==> src/rtl/sec60_ctrl.sv <==
// 60-second counter controller: 1 Hz prescaler, start/stop/clear sequencing,
// and a BCD seconds value 00-59 for a pair of blanking 7-segment decoders.
`timescale 1ns/1ps

// state   | meaning
// ST_STOP | prescaler held at 0, digits frozen
// ST_RUN  | prescaler counting, digits advance on each tick
module sec60_ctrl #(
    parameter int PRESCALE = 50000000,
    parameter int BLANK_LZ = 1
) (
    input  logic       CLK,
    input  logic       RST,
    input  logic       START,
    input  logic       CLR,
    output logic [3:0] DIG_L,
    output logic [3:0] DIG_H,
    output logic       CARRY,
    output logic       RUNNING
);

    localparam int PW = $clog2(PRESCALE);
    localparam logic [PW-1:0] PRESC_MAX = PW'(PRESCALE - 1);

    typedef enum logic {
        ST_STOP = 1'b0,
        ST_RUN  = 1'b1
    } state_t;

    state_t        state, state_nx;
    logic [PW-1:0] presc, presc_nx;
    logic [3:0]    ones, ones_nx;
    logic [3:0]    tens, tens_nx;
    logic          carry_nx;
    logic          start_q;
    logic          start_rise;
    logic          tick;

    always_ff @(posedge CLK) begin
        if (RST) begin
            state   <= ST_STOP;
            presc   <= '0;
            ones    <= '0;
            tens    <= '0;
            CARRY   <= 1'b0;
            start_q <= 1'b0;
        end else begin
            state   <= state_nx;
            presc   <= presc_nx;
            ones    <= ones_nx;
            tens    <= tens_nx;
            CARRY   <= carry_nx;
            start_q <= START;
        end
    end

    always_comb begin
        start_rise = START & ~start_q;
        tick       = (state == ST_RUN) && (presc == PRESC_MAX);

        state_nx = state;
        presc_nx = '0;
        ones_nx  = ones;
        tens_nx  = tens;
        carry_nx = 1'b0;

        if (start_rise) begin
            state_nx = (state == ST_RUN) ? ST_STOP : ST_RUN;
        end

        // Only an undisturbed RUN cycle keeps the prescaler moving; a stop
        // edge or a clear discards the partial second.
        if (!CLR && !start_rise && (state == ST_RUN)) begin
            presc_nx = tick ? '0 : presc + PW'(1);
        end

        if (CLR) begin
            ones_nx = '0;
            tens_nx = '0;
        end else if (tick && !start_rise) begin
            if (ones != 4'd9) begin
                ones_nx = ones + 4'd1;
            end else if (tens != 4'd5) begin
                ones_nx = '0;
                tens_nx = tens + 4'd1;
            end else begin
                ones_nx  = '0;
                tens_nx  = '0;
                carry_nx = 1'b1;
            end
        end
    end

    assign RUNNING = (state == ST_RUN);
    assign DIG_L   = ones;
    assign DIG_H   = ((BLANK_LZ != 0) && (tens == 4'd0)) ? 4'hF : tens;

endmodule

==> config.mk <==
export PLATFORM = sky130hd
export DESIGN_NAME = sec60_ctrl
export DESIGN_NICKNAME = d
export VERILOG_FILES = /design/src/rtl/sec60_ctrl.sv
export SDC_FILE = /design/constraint.sdc
export NUM_CORES = 1
export LEC_CHECK = 0
export CAP_MARGIN = 5
export CORE_UTILIZATION = 45
export DETAILED_ROUTE_END_ITERATION = 10
export SKIP_LAST_GASP = 1
export SLEW_MARGIN = 0
export SYNTH_ARGS = -nofsm -noshare
export SYNTH_HDL_FRONTEND = slang
export SYNTH_SLANG_ARGS = --single-unit
==> constraint.sdc <==
create_clock -name CLK -period 6.75 [get_ports CLK]
set_input_delay 0.675 -clock CLK [delete_from_list [all_inputs] [get_ports CLK]]
set_output_delay 0.675 -clock CLK [all_outputs]
set_load 0.05 [all_outputs]
Word level (Yosys, flattened, before mapping)
Index checks and enable logic that the tools add are counted.
- add/subtract/negate cells: 3
- equality and inequality tests: 3
- muxes and demuxes: 5
- bitwise operators: 5
- reduce and logical (&&, ||, !) cells: 11
- operators by type and width (cell ; count):
    26-bit by 1-bit adder with 26-bit output (second input constant) ; 1
    26-bit equality test (second input constant) ; 1
    4-bit 2-to-1 mux ; 3
    4-bit by 1-bit adder with 4-bit output (second input constant) ; 2
    1-bit logical AND ; 4
    4-bit logical NOT ; 1
    4-bit by 3-bit != test with 1-bit output (second input constant) ; 1
    4-bit != test (second input constant) ; 1
    1-bit NOT ; 4
    4-bit OR reduction ; 1
    3-bit OR reduction ; 1
    1-bit logical NOT ; 2
    1-bit 2-to-1 mux ; 2
    2-bit AND reduction ; 1
    2-bit OR reduction ; 1
    1-bit bitwise AND ; 1
- register bits: 37
- input port bits: 4
- output and inout bits: 10

Logic depth before layout (Yosys ltp)
- depth in word-level cells: 7
- mapped depth: 7

Least setup slack after synthesis
No wires, ideal clock.
- kind: reg-to-output
- start: register tens[2]
- end: output DIG_H[1]
- arrival: 1713 ps
- required time: 6075 ps
- slack: 4362 ps
- stages on the path, launching flop included: 3
- buffers on the path: 0
- cells stage by stage: dfxtp_1 -> or2_2 -> o21ai_0
- cells in the longest elaborated chain, start to end: 2
- RTL lines (element ; line ; RTL):
    from (decl) ; 33 ; logic [3:0] tens, tens_nx;
    from (signal assigned) ; 51 ; tens <= tens_nx;
    4-bit logical NOT ; 96 ; assign DIG_H = ((BLANK_LZ != 0) && (tens == 4'd0)) ? 4'hF : tens;
    4-bit 2-to-1 mux ; 96 ;
    to (decl) ; 17 ; output logic [3:0] DIG_H,
No other way between the ends.

Worst setup path in the final report
Same ends and word-level chain as after synthesis.

==> flow_metrics.env <==
export IMPL_multiInputGateArea_um2=1090
export IMPL_grt_antenna_before_repair=0
export IMPL_worstSetupPathType="reg -> out"
export IMPL_path_max_fanout=8
export IMPL_arrival_ns=1.97
export IMPL_post_synth_num_cell_types=42
export IMPL_setup_crit_end_kind="output pin"
export IMPL_power_density_nw_per_um2=202
export IMPL_cts_htree_levels=2
export IMPL_portbufs=13
export IMPL_first_global_vias=1627
export IMPL_setup_violations_final=0
export IMPL_run_status="completed"
export IMPL_synth_net_count=233
export IMPL_hold_path_class="reg -> reg"
export IMPL_detailedPlacementHpwl_um=3120
export IMPL_ant_nets=0
export IMPL_grt_start_max_net_pins=25
export IMPL_net_switching_power_mw=0.0911
export IMPL_power_frac_clock_pct=46.4
export IMPL_synth_cells=228
export IMPL_cts_buffers=5
export IMPL_grt_first_pass_wirelength_um=7540
export IMPL_clock_root_cell="sky130_fd_sc_hd__clkbuf_8"
export IMPL_area_sequential_um2=741
export IMPL_synth_top_cells_by_count="sky130_fd_sc_hd__dfxtp_1, sky130_fd_sc_hd__nor2_1, sky130_fd_sc_hd__nand2_1"
export IMPL_tcrit_tclk_final_pct=39.2
export IMPL_share_seq_of_total_power_pct=50.7
export IMPL_synth_yosys_warnings=0
export IMPL_synth_largest_area_cell="sky130_fd_sc_hd__dfxtp_1"
export IMPL_setup_worst_path_end="DIG_H[1]"
export IMPL_fill_cells=389
export IMPL_antenna_cells_inserted=0
export IMPL_layout_nets=243
export IMPL_placement_rows=23
export IMPL_clk_insertion_delay_late_ns=0.29
export IMPL_synth_most_common_cell="sky130_fd_sc_hd__dfxtp_1"
export IMPL_fp_dieH_um=66.7
export IMPL_vdd_ir_drop_worst_v=0.000137
export IMPL_critical_path_startpoint_type="flop"
export IMPL_timing_fmax_mhz=378
export IMPL_grt_remaining_overflow=0
export IMPL_setup_total_negative_slack_ns=0
export IMPL_clkSlewWorstSetupHoldPaths_ns=0.08
export IMPL_syn_avg_cell_area_um2=8.27
export IMPL_place_congestion=0.787
export IMPL_hold_viol=0
export IMPL_cts_path_max_buffers=2
export IMPL_io_pins=14
export IMPL_maxCapViolCount=0
export IMPL_critical_path_reg2reg_startpoint="presc[9]$_SDFF_PP0_"
export IMPL_clkSinkCount=37
export IMPL_drt_pre_antenna_iters=4
export IMPL_power_internal_mw=0.344
export IMPL_detail_route_wl_per_cell_um=15.1
export IMPL_mappedNetlistArea_um2=1890
export IMPL_synth_edf_count=0
export IMPL_drcViolationCount=0
export IMPL_period_needed_ns=2.64
export IMPL_tritoncts="done"
export IMPL_required_ns=6.07
export IMPL_crit_reg2reg_capture="presc[11]$_SDFF_PP0_"
export IMPL_ys_async_sr_fraction_pct=0
export IMPL_cts_hold_buffers=0
export IMPL_detailedRoute_firstIterationViolations=71
export IMPL_slew_violations=0
export IMPL_final_area_um2=2160
export IMPL_power_share_combinational_pct=2.8
export IMPL_postRouteWirelength_um=4350
export IMPL_dieWidth_um=66.7
export IMPL_power_static_leakage_nw=0.611
export IMPL_area_share_of_the_largest_cell_type_after_synthesis_pct=39.3
export IMPL_routed_via_density=6.09
export IMPL_cts_setup_buffers=0
export IMPL_die_area_um2=4450
export IMPL_synth_area_leaders="sky130_fd_sc_hd__dfxtp_1, sky130_fd_sc_hd__or4_1, sky130_fd_sc_hd__a21oi_1"
export IMPL_rsz_0062_raised_after_global_routing="no"
export IMPL_synth_sequential_area_ratio_pct=39.3
export IMPL_initial_core_util_pct=47.1
export IMPL_synth_seq_cells=37
export IMPL_layout_skew_ns=0.00655
export IMPL_post_dp_cell_area_um2=2040
export IMPL_final_layout_size_suffix_gt1_share_pct=6.28
export IMPL_reg2regPathDepth=4
export IMPL_relSlewSlack_pct=48.2
export IMPL_layout_overhead_on_the_synthesized_area_pct=14.5
export IMPL_core_area_um2=4000
export IMPL_routed_via_count=1761
export IMPL_globalRouteTotalUtil_pct=22.4
export IMPL_sw_frac_of_total_pct=20.9
export IMPL_regToRegSetupSlack_ns=4.18
export IMPL_worst_max_slew_pin_slew_ns=0.778
export IMPL_critPathLaunch="tens[2]$_SDFFE_PP0P_"
export IMPL_yosys_most_used_dff="sky130_fd_sc_hd__dfxtp_1"
export IMPL_post_cts_resized_instances=0
==> metal layers <==
metal	vias up	GRT usage (%)	part of all wire [%]
met3	6	5.65	3.3
met1	847	29.7	50
met2	29	35.2	46
met5	-	0	0
li1	879	-	-
met4	0	6.91	1.2
==> worst max-delay path: stages, from the launching register on <==
cell and delay (ns):
sky130_fd_sc_hd__dfxtp_1 0.38, sky130_fd_sc_hd__or2_2 0.30, sky130_fd_sc_hd__o21ai_0 0.17, sky130_fd_sc_hd__clkdlybuf4s50_1 0.83
==> power groups by stage <==
stage	Combinational (mW)	Clock (mW)	Sequential, mW
finish	0.0124	0.202	0.221
global placement	0.0122	0	0.226
floorplan	0.00524	0	0.228
CTS	0.0123	0.206	0.221
global route	0.0134	0.216	0.221
detailed placement	0.0123	0	0.226
==> metrics by stage <==
step	utilization, %	setup WS, ns	total power [mW]	std cells	hold slack (ns)
6_report	54.0	4.11	0.435	289	0.448
5_1_grt	54.0	3.95	0.450	289	0.466
4_1_cts	54.0	4.11	0.439	289	0.447
3_5_place_dp	51.0	4.19	0.238	281	0.436
3_3_place_gp	51.0	4.23	0.238	281	0.427
2_1_floorplan	-	4.36	0.233	228	0.413
==> how the worst min path moves through the flow <==
stage	startpoint	endpoint	slack, ns	depth (start not counted)
floorplan	presc[0]$_SDFF_PP0_	presc[0]$_SDFF_PP0_	0.41	1
global placement	presc[0]$_SDFF_PP0_	presc[0]$_SDFF_PP0_	0.43	1
detailed placement	presc[0]$_SDFF_PP0_	presc[0]$_SDFF_PP0_	0.44	1
CTS	presc[0]$_SDFF_PP0_	presc[0]$_SDFF_PP0_	0.45	1
global route	presc[0]$_SDFF_PP0_	presc[0]$_SDFF_PP0_	0.47	1
finish	presc[0]$_SDFF_PP0_	presc[0]$_SDFF_PP0_	0.45	1
==> placed cells by master, fill, tap and decap left out, drive strengths merged, types with 2 or more instances in the layout <==
master         count
and3               3
or4               12
xor2               7
or4b               4
dfxtp             37
nor2b              3
nor4               5
nand4             11
and2               2
xnor2              5
or2                2
mux2i              2
a21oi             17
clkdlybuf4s50     13
o21bai             2
nor2              20
and4               4
o31ai              9
o41ai              4
nand2b             2
inv                5
nand3             15
clkbuf             6
o21ai              6
nor3               4
nand2             18
or3                7
==> kinds of logic after synthesis <==
logic type / count (synthesis) / synth area share (%)
AND/OR/NAND/NOR: 117 / 35.4
AO/OA/AOI/OAI: 44 / 15.0
flip-flops: 37 / 39.3
buffers and inverters: 15 / 3.05
XOR/XNOR: 12 / 5.57
multiplexers: 2 / 1.06
adder cells (fa/ha/maj): 1 / 0.663
==> cell type report <==
cell class                 instances  area share (%)
timing repair buffer              13            6.03
clock inverter                     2            1.74
clock buffer                       6            3.82
inverter                           5           0.869
tap                               50            2.90
multi-input combinational        176            50.3
sequential                        37            34.3
==> state kept, by name, indices dropped and copies added (netlist names) <==
register and flops:
CARRY 1, tens 4, DIG_L 4, presc 26, start_q 1, RUNNING 1
(Power assumes the default switching activity.)
